File: src/rtl/ps2_pkg.sv
// Shared PS/2 definitions: host-transmit state encoding, frame geometry,
// command/response bytes and frame-bit helpers.
package ps2_pkg;

  typedef enum logic [2:0] {
    IDLE      = 3'd0,
    INHIBIT   = 3'd1,
    REQ       = 3'd2,
    SHIFT     = 3'd3,
    ACK       = 3'd4,
    WAIT_IDLE = 3'd5
  } ps2_tx_state_e;

  localparam int FRAME_BITS  = 11;
  // Start bit goes out in REQ; the device clocks the remaining bits except ACK.
  localparam int SHIFT_FALLS = FRAME_BITS - 1;

  localparam logic [7:0] CMD_SET_LEDS = 8'hED;
  localparam logic [7:0] CMD_ECHO     = 8'hEE;
  localparam logic [7:0] CMD_RESET    = 8'hFF;
  localparam logic [7:0] RSP_ACK      = 8'hFA;

  function automatic logic odd_parity(input logic [7:0] b);
    return ~^b;
  endfunction

  // Bit to present after fall idx+1: data LSB first, parity, then stop.
  function automatic logic frame_bit(input logic [7:0] b, input logic par,
                                     input logic [3:0] idx);
    logic r;
    r = 1'b1;
    if (idx < 4'd8)       r = b[idx[2:0]];
    else if (idx == 4'd8) r = par;
    return r;
  endfunction

endpackage

File: src/rtl/ps2_sync.sv
// Two-flop synchronizer for the PS/2 clock and data lines plus a
// falling-edge detector on the synced clock.
module ps2_sync (
  input  logic clk_i,
  input  logic rst_i,
  input  logic ps2_clk_i,
  input  logic ps2_data_i,
  output logic clk_s_o,
  output logic data_s_o,
  output logic fall_o
);

  logic clk_meta_q, clk_s_q, clk_prev_q;
  logic data_meta_q, data_s_q;

  // Idle bus level is high, so reset to 1 to avoid a false fall after reset.
  always_ff @(posedge clk_i) begin
    if (rst_i) begin
      clk_meta_q  <= 1'b1;
      clk_s_q     <= 1'b1;
      clk_prev_q  <= 1'b1;
      data_meta_q <= 1'b1;
      data_s_q    <= 1'b1;
    end else begin
      clk_meta_q  <= ps2_clk_i;
      clk_s_q     <= clk_meta_q;
      clk_prev_q  <= clk_s_q;
      data_meta_q <= ps2_data_i;
      data_s_q    <= data_meta_q;
    end
  end

  assign clk_s_o  = clk_s_q;
  assign data_s_o = data_s_q;
  assign fall_o   = clk_prev_q & ~clk_s_q;

endmodule

File: src/rtl/ps2_host_tx.sv
// PS/2 host-to-device transmitter: inhibit, request-to-send, shift the
// frame on device clock falls, sample ACK, then wait for the bus to idle.
module ps2_host_tx
  import ps2_pkg::*;
#(
  parameter int INHIBIT_CYCLES = 5000,
  parameter int TIMEOUT_CYCLES = 1_000_000
) (
  input  logic       CLK,
  input  logic       reset,
  input  logic [7:0] tx_data,
  input  logic       tx_valid,
  output logic       tx_ready,
  input  logic       PS2_CLK,
  input  logic       PS2_DATA,
  output logic       ps2_clk_oe,
  output logic       ps2_data_oe,
  output logic       busy,
  output logic       done,
  output logic       ack_err,
  output logic       timeout
);

  localparam int IW = (INHIBIT_CYCLES > 1) ? $clog2(INHIBIT_CYCLES) : 1;
  localparam int TW = $clog2(TIMEOUT_CYCLES + 1);

  ps2_tx_state_e state_q;
  logic [7:0]    byte_q;
  logic          par_q;
  logic [3:0]    bit_cnt_q;
  logic [IW-1:0] inh_cnt_q;
  logic [TW-1:0] to_cnt_q;
  logic          nack_q;
  logic          clk_oe_q, data_oe_q, busy_q, ready_q;
  logic          done_q, ack_err_q, timeout_q;

  logic clk_s, data_s, fall;
  logic in_frame, to_hit;

  ps2_sync u_sync (
    .clk_i      (CLK),
    .rst_i      (reset),
    .ps2_clk_i  (PS2_CLK),
    .ps2_data_i (PS2_DATA),
    .clk_s_o    (clk_s),
    .data_s_o   (data_s),
    .fall_o     (fall)
  );

  assign in_frame = (state_q == SHIFT) || (state_q == ACK) || (state_q == WAIT_IDLE);
  // A fall in the terminal cycle restarts the count instead of aborting.
  assign to_hit   = in_frame && !fall && (to_cnt_q == TW'(TIMEOUT_CYCLES));

  always_ff @(posedge CLK) begin
    if (reset) begin
      state_q   <= IDLE;
      byte_q    <= '0;
      par_q     <= 1'b0;
      bit_cnt_q <= '0;
      inh_cnt_q <= '0;
      to_cnt_q  <= '0;
      nack_q    <= 1'b0;
      clk_oe_q  <= 1'b0;
      data_oe_q <= 1'b0;
      busy_q    <= 1'b0;
      ready_q   <= 1'b0;
      done_q    <= 1'b0;
      ack_err_q <= 1'b0;
      timeout_q <= 1'b0;
    end else begin
      done_q    <= 1'b0;
      ack_err_q <= 1'b0;
      timeout_q <= 1'b0;
      if (to_hit) begin
        state_q   <= IDLE;
        clk_oe_q  <= 1'b0;
        data_oe_q <= 1'b0;
        busy_q    <= 1'b0;
        ready_q   <= 1'b1;
        timeout_q <= 1'b1;
        to_cnt_q  <= '0;
      end else begin
        unique case (state_q)
          IDLE: begin
            ready_q <= 1'b1;
            if (tx_valid) begin
              byte_q    <= tx_data;
              par_q     <= odd_parity(tx_data);
              inh_cnt_q <= '0;
              nack_q    <= 1'b0;
              clk_oe_q  <= 1'b1;
              data_oe_q <= 1'b0;
              busy_q    <= 1'b1;
              ready_q   <= 1'b0;
              state_q   <= INHIBIT;
            end
          end
          INHIBIT: begin
            if (inh_cnt_q == IW'(INHIBIT_CYCLES - 1)) begin
              data_oe_q <= 1'b1;
              bit_cnt_q <= '0;
              state_q   <= REQ;
            end else begin
              inh_cnt_q <= inh_cnt_q + IW'(1);
            end
          end
          REQ: begin
            clk_oe_q <= 1'b0;
            to_cnt_q <= '0;
            state_q  <= SHIFT;
          end
          SHIFT: begin
            if (fall) begin
              to_cnt_q  <= '0;
              bit_cnt_q <= bit_cnt_q + 4'd1;
              data_oe_q <= ~frame_bit(byte_q, par_q, bit_cnt_q);
              if (bit_cnt_q == 4'(SHIFT_FALLS - 1)) state_q <= ACK;
            end else begin
              to_cnt_q <= to_cnt_q + TW'(1);
            end
          end
          ACK: begin
            if (fall) begin
              to_cnt_q <= '0;
              nack_q   <= data_s;
              state_q  <= WAIT_IDLE;
            end else begin
              to_cnt_q <= to_cnt_q + TW'(1);
            end
          end
          WAIT_IDLE: begin
            if (clk_s && data_s) begin
              done_q    <= 1'b1;
              ack_err_q <= nack_q;
              busy_q    <= 1'b0;
              ready_q   <= 1'b1;
              to_cnt_q  <= '0;
              state_q   <= IDLE;
            end else if (fall) begin
              to_cnt_q <= '0;
            end else begin
              to_cnt_q <= to_cnt_q + TW'(1);
            end
          end
          default: begin
            clk_oe_q  <= 1'b0;
            data_oe_q <= 1'b0;
            busy_q    <= 1'b0;
            state_q   <= IDLE;
          end
        endcase
      end
    end
  end

  assign tx_ready    = ready_q;
  assign ps2_clk_oe  = clk_oe_q;
  assign ps2_data_oe = data_oe_q;
  assign busy        = busy_q;
  assign done        = done_q;
  assign ack_err     = ack_err_q;
  assign timeout     = timeout_q;

endmodule

File: config.mk
export PLATFORM = sky130hd
export DESIGN_NAME = ps2_host_tx
export DESIGN_NICKNAME = d
export VERILOG_FILES = /design/src/rtl/ps2_pkg.sv /design/src/rtl/ps2_sync.sv /design/src/rtl/ps2_host_tx.sv
export SDC_FILE = /design/constraint.sdc
export NUM_CORES = 1
export LEC_CHECK = 0
export CAP_MARGIN = 20
export CORE_ASPECT_RATIO = 1.4
export CORE_MARGIN = 5
export CORE_UTILIZATION = 55
export CTS_CLUSTER_SIZE = 40
export DETAILED_ROUTE_END_ITERATION = 7
export PLACE_DENSITY = 0.71
export REMOVE_ABC_BUFFERS = 1
export SETUP_SLACK_MARGIN = 0.05
export SLEW_MARGIN = 20
export SYNTH_ARGS = -nofsm -noshare
export SYNTH_HDL_FRONTEND = slang
export SYNTH_HIERARCHICAL = 1
export SYNTH_SLANG_ARGS = --single-unit
File: constraint.sdc
create_clock -name CLK -period 5.15 [get_ports CLK]
set_clock_uncertainty 0.2 [all_clocks]
set_input_delay 1.545 -clock CLK [delete_from_list [all_inputs] [get_ports CLK]]
set_output_delay 1.545 -clock CLK [all_outputs]
set_load 0.02 [all_outputs]
==> metrics.md, run 1 <==
| Metric | Value |
|---|---|
| Die width | 72.6 um |
| Core Footprint | 5410 sq um |
| Root Driver | clkbuf_8 |
| DRT Wirelength | 5760 um |
| Asr flop ratio synth | 0% |
| Antenna-violating nets left | 0 |
| RePlAce Congestion | 0.803 |
| Buffers added on ports | 19 |
| Status | completed |
| Die outline height | 97.7 um |
| Hold_buf cts | 0 |
| R2r startpoint | to_cnt_q[4] |
| Crit. End Element | register |
| Largest net degree at the start of global routing | 23 |
| Hpwl dp | between 4000 and 5000 um |
| CTS buffer count | 9 |
| Syn Area/Cell | roughly 8.5 sq um |
| Cell count after synthesis | 357 |
| Worst-path clk slew | 0.07 ns |
| DIE AREA | 7090 sq um |
| CTS sink count | 62 |
| Top post-synthesis cells by area | dfxtp_1 41%, xnor2_1 10%, nor2_1 6.2% |
| WS Path Type | in -> reg |
| Hold path depth | 1 |
| H-tree Lvls | 3 |
| Share of layout cells above drive strength 1 | 5.57% |
| Starting Density | between 50% and 60% |
| Post-synthesis cell area | 3020 sq um |
| Hold_sp | u_sync/data_meta_q |
| Via density | 5.54 |
| Slew Limit Fails | 0 |
| Critical Path Fanout Max | 19 |
| Synth Register Bits | 62 |
| Yosys top cell area share | 41.1% |
| N_diodes | 0 |
| Final hold vios | 0 |
| Worst Path Arrival | around 3.5 ns |
| Total grt overflow | 0 |
| Post-synth top flop | dfxtp_1 |
| Area leader, netlist | dfxtp_1 |
| Fmax | roughly 280 MHz |
| Initial antenna violation count | 0 |
| Distinct cells, synth | 50 |
| Worst VDD drop | 0.181 mV |
| Leakage | 0.00112 uW |
| Residual DRC | 0 |
| Synthesis-to-layout area growth | 13.2% |
| First-pass GRT wire length | 9850 um |
| Synth top cells by count | 62 x dfxtp_1, 50 x nor2_1, 38 x nand2_1 |
| Post-CTS sizing | 0 |
| R2r worst-path depth | 6 |
| Vias in the first global route | 2266 |
| DR WL/cell | 13.0 um |
| Total Power | slightly below 1000 uW |
| Tcrit/Tclk final | 68.5% |
| Class of the worst hold path | reg -> reg |
| Clock Path Buffers | 2 |
| Final-stage net count | 392 |
| Most frequent cell after synthesis | dfxtp_1 |
| Initial DRT Pass Iterations | 4 |
| TritonCTS clock tree | built |
| Hold EP | u_sync/data_s_o |
| Slew headroom | 30.3% |
| Later-pin clock latency in the skew report | 0.34 ns |
| Worst Path Required | roughly 5.2 ns |
| Finished Cell Area | 3420 sq um |
| Crit Reg-Reg Endpoint | to_cnt_q[9] |
| Worst-Margin Slew | between 1 and 1.5 ns |
| Yosys warnings | 6 |
| Finish-stage setup viols | 0 |
| Power density over the cells | between 200 and 300 nW/um^2 |
| IO Count | 20 |
| First-iteration detailed-routing DRC count | 135 |
| Final setup TNS | 0 ns |
| Startpoint Class | input pin |
| Worst reg2reg setup slack | 2.29 ns |
| Placed inst area | between 3000 and 4000 sq um |
| FP Rows | 32 |
| Post-synth EDFFs | 0 |
| Tmin final | 3.53 ns |
| Seq/Total Area, Yosys | 41.1% |
| Setup Buffers After CTS | 0 |
| Via Count | roughly 2.5k |
| GR Util All Layers | 17.4% |
| Max-Cap Viols | 0 |
| RSZ-0062 raised after global routing | false |
[layout make-up]
type | count | area (sq um)
fillers | 479 | 1990
multi-input cells | 263 | 1640
flip-flops and latches | 62 | 1240
repair buffers | 21 | 205
clock buffers | 11 | 141
well taps | 68 | 85.1
inverters | 16 | 60.1
clock inverters | 4 | 47.5
[cells in the final DEF (no fill, tap or decap), types with 4 or more instances in the layout]
cell / Yosys / layout
or2_1: 6 / 6
nor2_1: 50 / 50
a21oi_1: 21 / 21
ha_1: 6 / 6
nor3_1: 15 / 15
clkdlybuf4s50_1: 0 / 19
inv_1: 16 / 16
dfxtp_1: 62 / 62
o21ai_0: 8 / 8
or3_1: 4 / 4
nand2_1: 38 / 38
xnor2_1: 35 / 35
clkbuf_8: 0 / 10
a211oi_1: 7 / 7
and4_1: 4 / 4
nand3_1: 11 / 11
mux2i_1: 5 / 5
nand4_1: 4 / 4
nor2b_1: 6 / 6
[per-stage QoR]
step                      std cells  hold slack, ns  utilization [%]  setup slack, ns
after floorplan                 341           0.183                -             1.99
after global placement          430           0.186             59.7             1.32
after detailed placement        430           0.189             59.7             1.26
after CTS                       445           0.205             63.2             1.62
after global routing            445           0.234             63.2             1.52
final                           445           0.199             63.2             1.62
[logic make-up after synthesis]
group	after synthesis	synth area share, %
buf+inv	32	4.64
mux	7	2.78
xor+xnor	38	11.0
compound gates	54	11.4
simple gates	158	26.5
flops	62	41.1
fa+ha+maj	6	2.49
[metal layers]
metal	wire [um]	up-vias	global-route usage [%]	part of all wire, %
met4	150	0	9.66	2.6
met1	2640	1146	20.2	46
met2	2800	38	28.9	49
met3	172	13	3.52	3.0
li1	-	1268	-	-
met5	0	-	0	0
[worst max-delay path by stage]
stage                        start            end  slack [ns]  cells past startpoint
after floorplan           tx_valid  inh_cnt_q[11]        1.99                      5
after global placement    tx_valid  inh_cnt_q[12]        1.32                      6
after detailed placement  tx_valid  inh_cnt_q[12]        1.26                      6
after CTS                 tx_valid  inh_cnt_q[12]        1.62                      6
after global routing      tx_valid  inh_cnt_q[11]        1.52                      6
final                     tx_valid  inh_cnt_q[12]        1.62                      6
[state kept, by name, summed over array words and instances, names as in the netlist, 3 cells and up]
| name | count |
|---|---|
| inh_cnt_q | 13 |
| byte_q | 8 |
| to_cnt_q | 20 |
| bit_cnt_q | 4 |
| state_q | 3 |
[report_power, final]
part / leakage [uW] / switching [uW] / internal (uW)
Combinational: 0.000520 / 37.8 / 32.9
Clock: 0.0000952 / 180 / 232
Sequential: 0.000503 / 8.73 / 490
Total: 0.00112 / 227 / 755
[critical path: stages]
cell             delay [ns]
clkdlybuf4s50_1        0.49
nand2b_1               0.11
or3_1                  0.60
a2111oi_0              0.57
xnor2_1                0.18
nor2_1                 0.05
No activity file was read; power rests on OpenSTA's default activity.
==> run 2: changes to the inputs <==
==> constraint.sdc (replaced) <==
create_clock -name CLK -period 3.35 [get_ports CLK]
set_clock_uncertainty 0.2 [all_clocks]
set_input_delay 1.005 -clock CLK [delete_from_list [all_inputs] [get_ports CLK]]
set_output_delay 1.005 -clock CLK [all_outputs]
set_load 0.02 [all_outputs]
==> metrics.md, run 2 (synthesized netlist as in run 1, its figures left out) <==
| Metric | Value |
|---|---|
| DRT Wirelength | 5940 um |
| Worst-Margin Slew | 0.739 ns |
| Slowest-stage cell, CP | clkdlybuf4s50_1 |
| RSZ-0062 raised after global routing | false |
| Leakage | 0.00114 uW |
| Final-stage net count | 395 |
| Finished Cell Area | 3450 sq um |
| Switching power | 351 uW |
| Worst Path Required | 3.37 ns |
| Startpoint Class | input pin |
| Flip-flop count of the largest register after layout | 20 |
| Slack of the critical path | 0.559 ns |
| CTS sink count | 62 |
| Max-Cap Viols | 0 |
| Placed inst area | 3250 sq um |
| Post-CTS sizing | 0 |
| Finish-stage setup viols | 0 |
| First-iteration detailed-routing DRC count | 182 |
| Final setup TNS | 0 ns |
| Setup Buffers After CTS | 0 |
| Commonest non-fill, non-tap cell in the layout | dfxtp_1 |
| Peak per-stage delay on the critical path | 0.50 ns |
| Class of the worst hold path | reg -> reg |
| Initial antenna violation count | 0 |
| Int Power | 1190 uW |
| Largest net degree at the start of global routing | 22 |
| Worst-path clk slew | 0.06 ns |
| Seq pwr share | 49.8% |
| CP delay by family, top | buffers and inverters |
| RePlAce Congestion | 0.814 |
| Clock Path Buffers | 2 |
| CP cell instances | clkdlybuf4s50_1, nand2b_1, or3_1, buf_4, a211oi_1, xnor2_1, nor2_1 |
| Clock power frac | between 40% and 50% |
| Most frequent cells in the layout | 62 x dfxtp_1, 50 x nor2_1, 38 x nand2_1, 35 x xnor2_1, 21 x a21oi_1 |
| Tmin final | ~2.8 ns |
| Hold_buf cts | 0 |
| GR Util All Layers | 18.5% |
| Hpwl dp | 4260 um |
| Status | completed |
| Layout Utilization | a little under two thirds |
| TritonCTS clock tree | built |
| CTS buffer count | 9 |
| Fill count | 484 |
| Via Count | 2461 |
| First-pass GRT wire length | 10400 um |
| Crit. End Element | register |
| WS Path Type | in -> reg |
| Share of layout cells above drive strength 1 | 6.56% |
| Total grt overflow | 0 |
| Biggest register | to_cnt_q |
| Worst reg2reg setup slack | 0.68 ns |
| Top flop regs | to_cnt_q: 20 flops, inh_cnt_q: 13 flops, byte_q: 8 flops |
| Starting Density | between 50% and 60% |
| Synthesis-to-layout area growth | 14.3% |
| Total Power | 1540 uW |
| N_diodes | 0 |
| Die outline height | 97.7 um |
| Worst VDD drop | around 0.35 mV |
| DR WL/cell | around 13 um |
| Fmax | 358 MHz |
| Area of the multi-input gates | 1640 sq um |
| CP Buf/Inv Count | 2 |
| Switch share | 22.8% |
| FP Rows | 32 |
| Final hold vios | 0 |
| DP Worst Slack | 0.202 ns |
| DIE AREA | 7090 sq um |
| Tcrit/Tclk final | 83.3% |
| Worst Path Arrival | around 2.8 ns |
| Power density over the cells | 446 nW/um^2 |
| Die width | 72.6 um |
| Critical Path Fanout Max | 13 |
| Vias in the first global route | 2322 |
| Root Driver | clkbuf_8 |
| IO Count | 20 |
| Buffers added on ports | 19 |
| Antenna-violating nets left | 0 |
| Residual DRC | 0 |
| Via density | roughly 5.5 |
| H-tree Lvls | 3 |
| FF/Latch Area | 1240 sq um |
| Gate power share | 7.4% |
| Later-pin clock latency in the skew report | between 0.3 and 0.4 ns |
| Slew Limit Fails | 0 |
| Core Footprint | 5410 sq um |
| Initial DRT Pass Iterations | 4 |
| Slew headroom | between 40 and 50% |
==> run 2: final timing paths <==
path | start | end | cells after the start
setup / recovery | tx_valid | inh_cnt_q[9] | 7
setup reg to reg | to_cnt_q[4] | to_cnt_q[8] | 5
hold / removal | u_sync/data_meta_q | u_sync/data_s_o | 1
hold reg to reg | u_sync/data_meta_q | u_sync/data_s_o | 1
==> run 2: per-stage QoR <==
stage,instances,hold slack [ns]
6_report,449,0.205
5_1_grt,449,0.226
4_1_cts,449,0.210
3_5_place_dp,433,0.194
3_3_place_gp,433,0.186
2_1_floorplan,341,0.183
==> run 2: worst register-to-register path, stage by stage, from the launching register on <==
cell	delay [ns]
dfxtp_1	0.35
or4b_1	0.53
or4_1	0.51
o31ai_1	0.30
or2_1	0.54
nor2_1	0.13
==> run 2: power groups by stage <==
stage / Combinational [uW] / Clock [uW] / Sequential [uW]
global placement: 113 / 0 / 782
finish: 113 / 659 / 766
detailed placement: 114 / 0 / 783
CTS: 115 / 673 / 766
floorplan: 63.6 / 0 / 783
global route: 126 / 719 / 767
==> run 2: layer usage <==
| metal | part of all wire (%) | track usage (%) | routed length (um) | vias to the layer above |
|---|---|---|---|---|
| li1 | - | - | - | 1276 |
| met3 | 3.6 | 5.59 | 216 | 8 |
| met1 | 44 | 21.7 | 2630 | 1138 |
| met4 | 1.8 | 8.66 | 106 | 0 |
| met2 | 50 | 30.3 | 2980 | 39 |
| met5 | 0 | 0 | 0 | - |
==> run 2: cell type report <==
cell class,count,area share [%]
sequential,62,36.0
multi-input combinational,263,47.4
clock buffer,12,4.49
clock inverter,4,1.30
timing repair buffer,24,6.60
inverter,16,1.74
tap,68,2.46
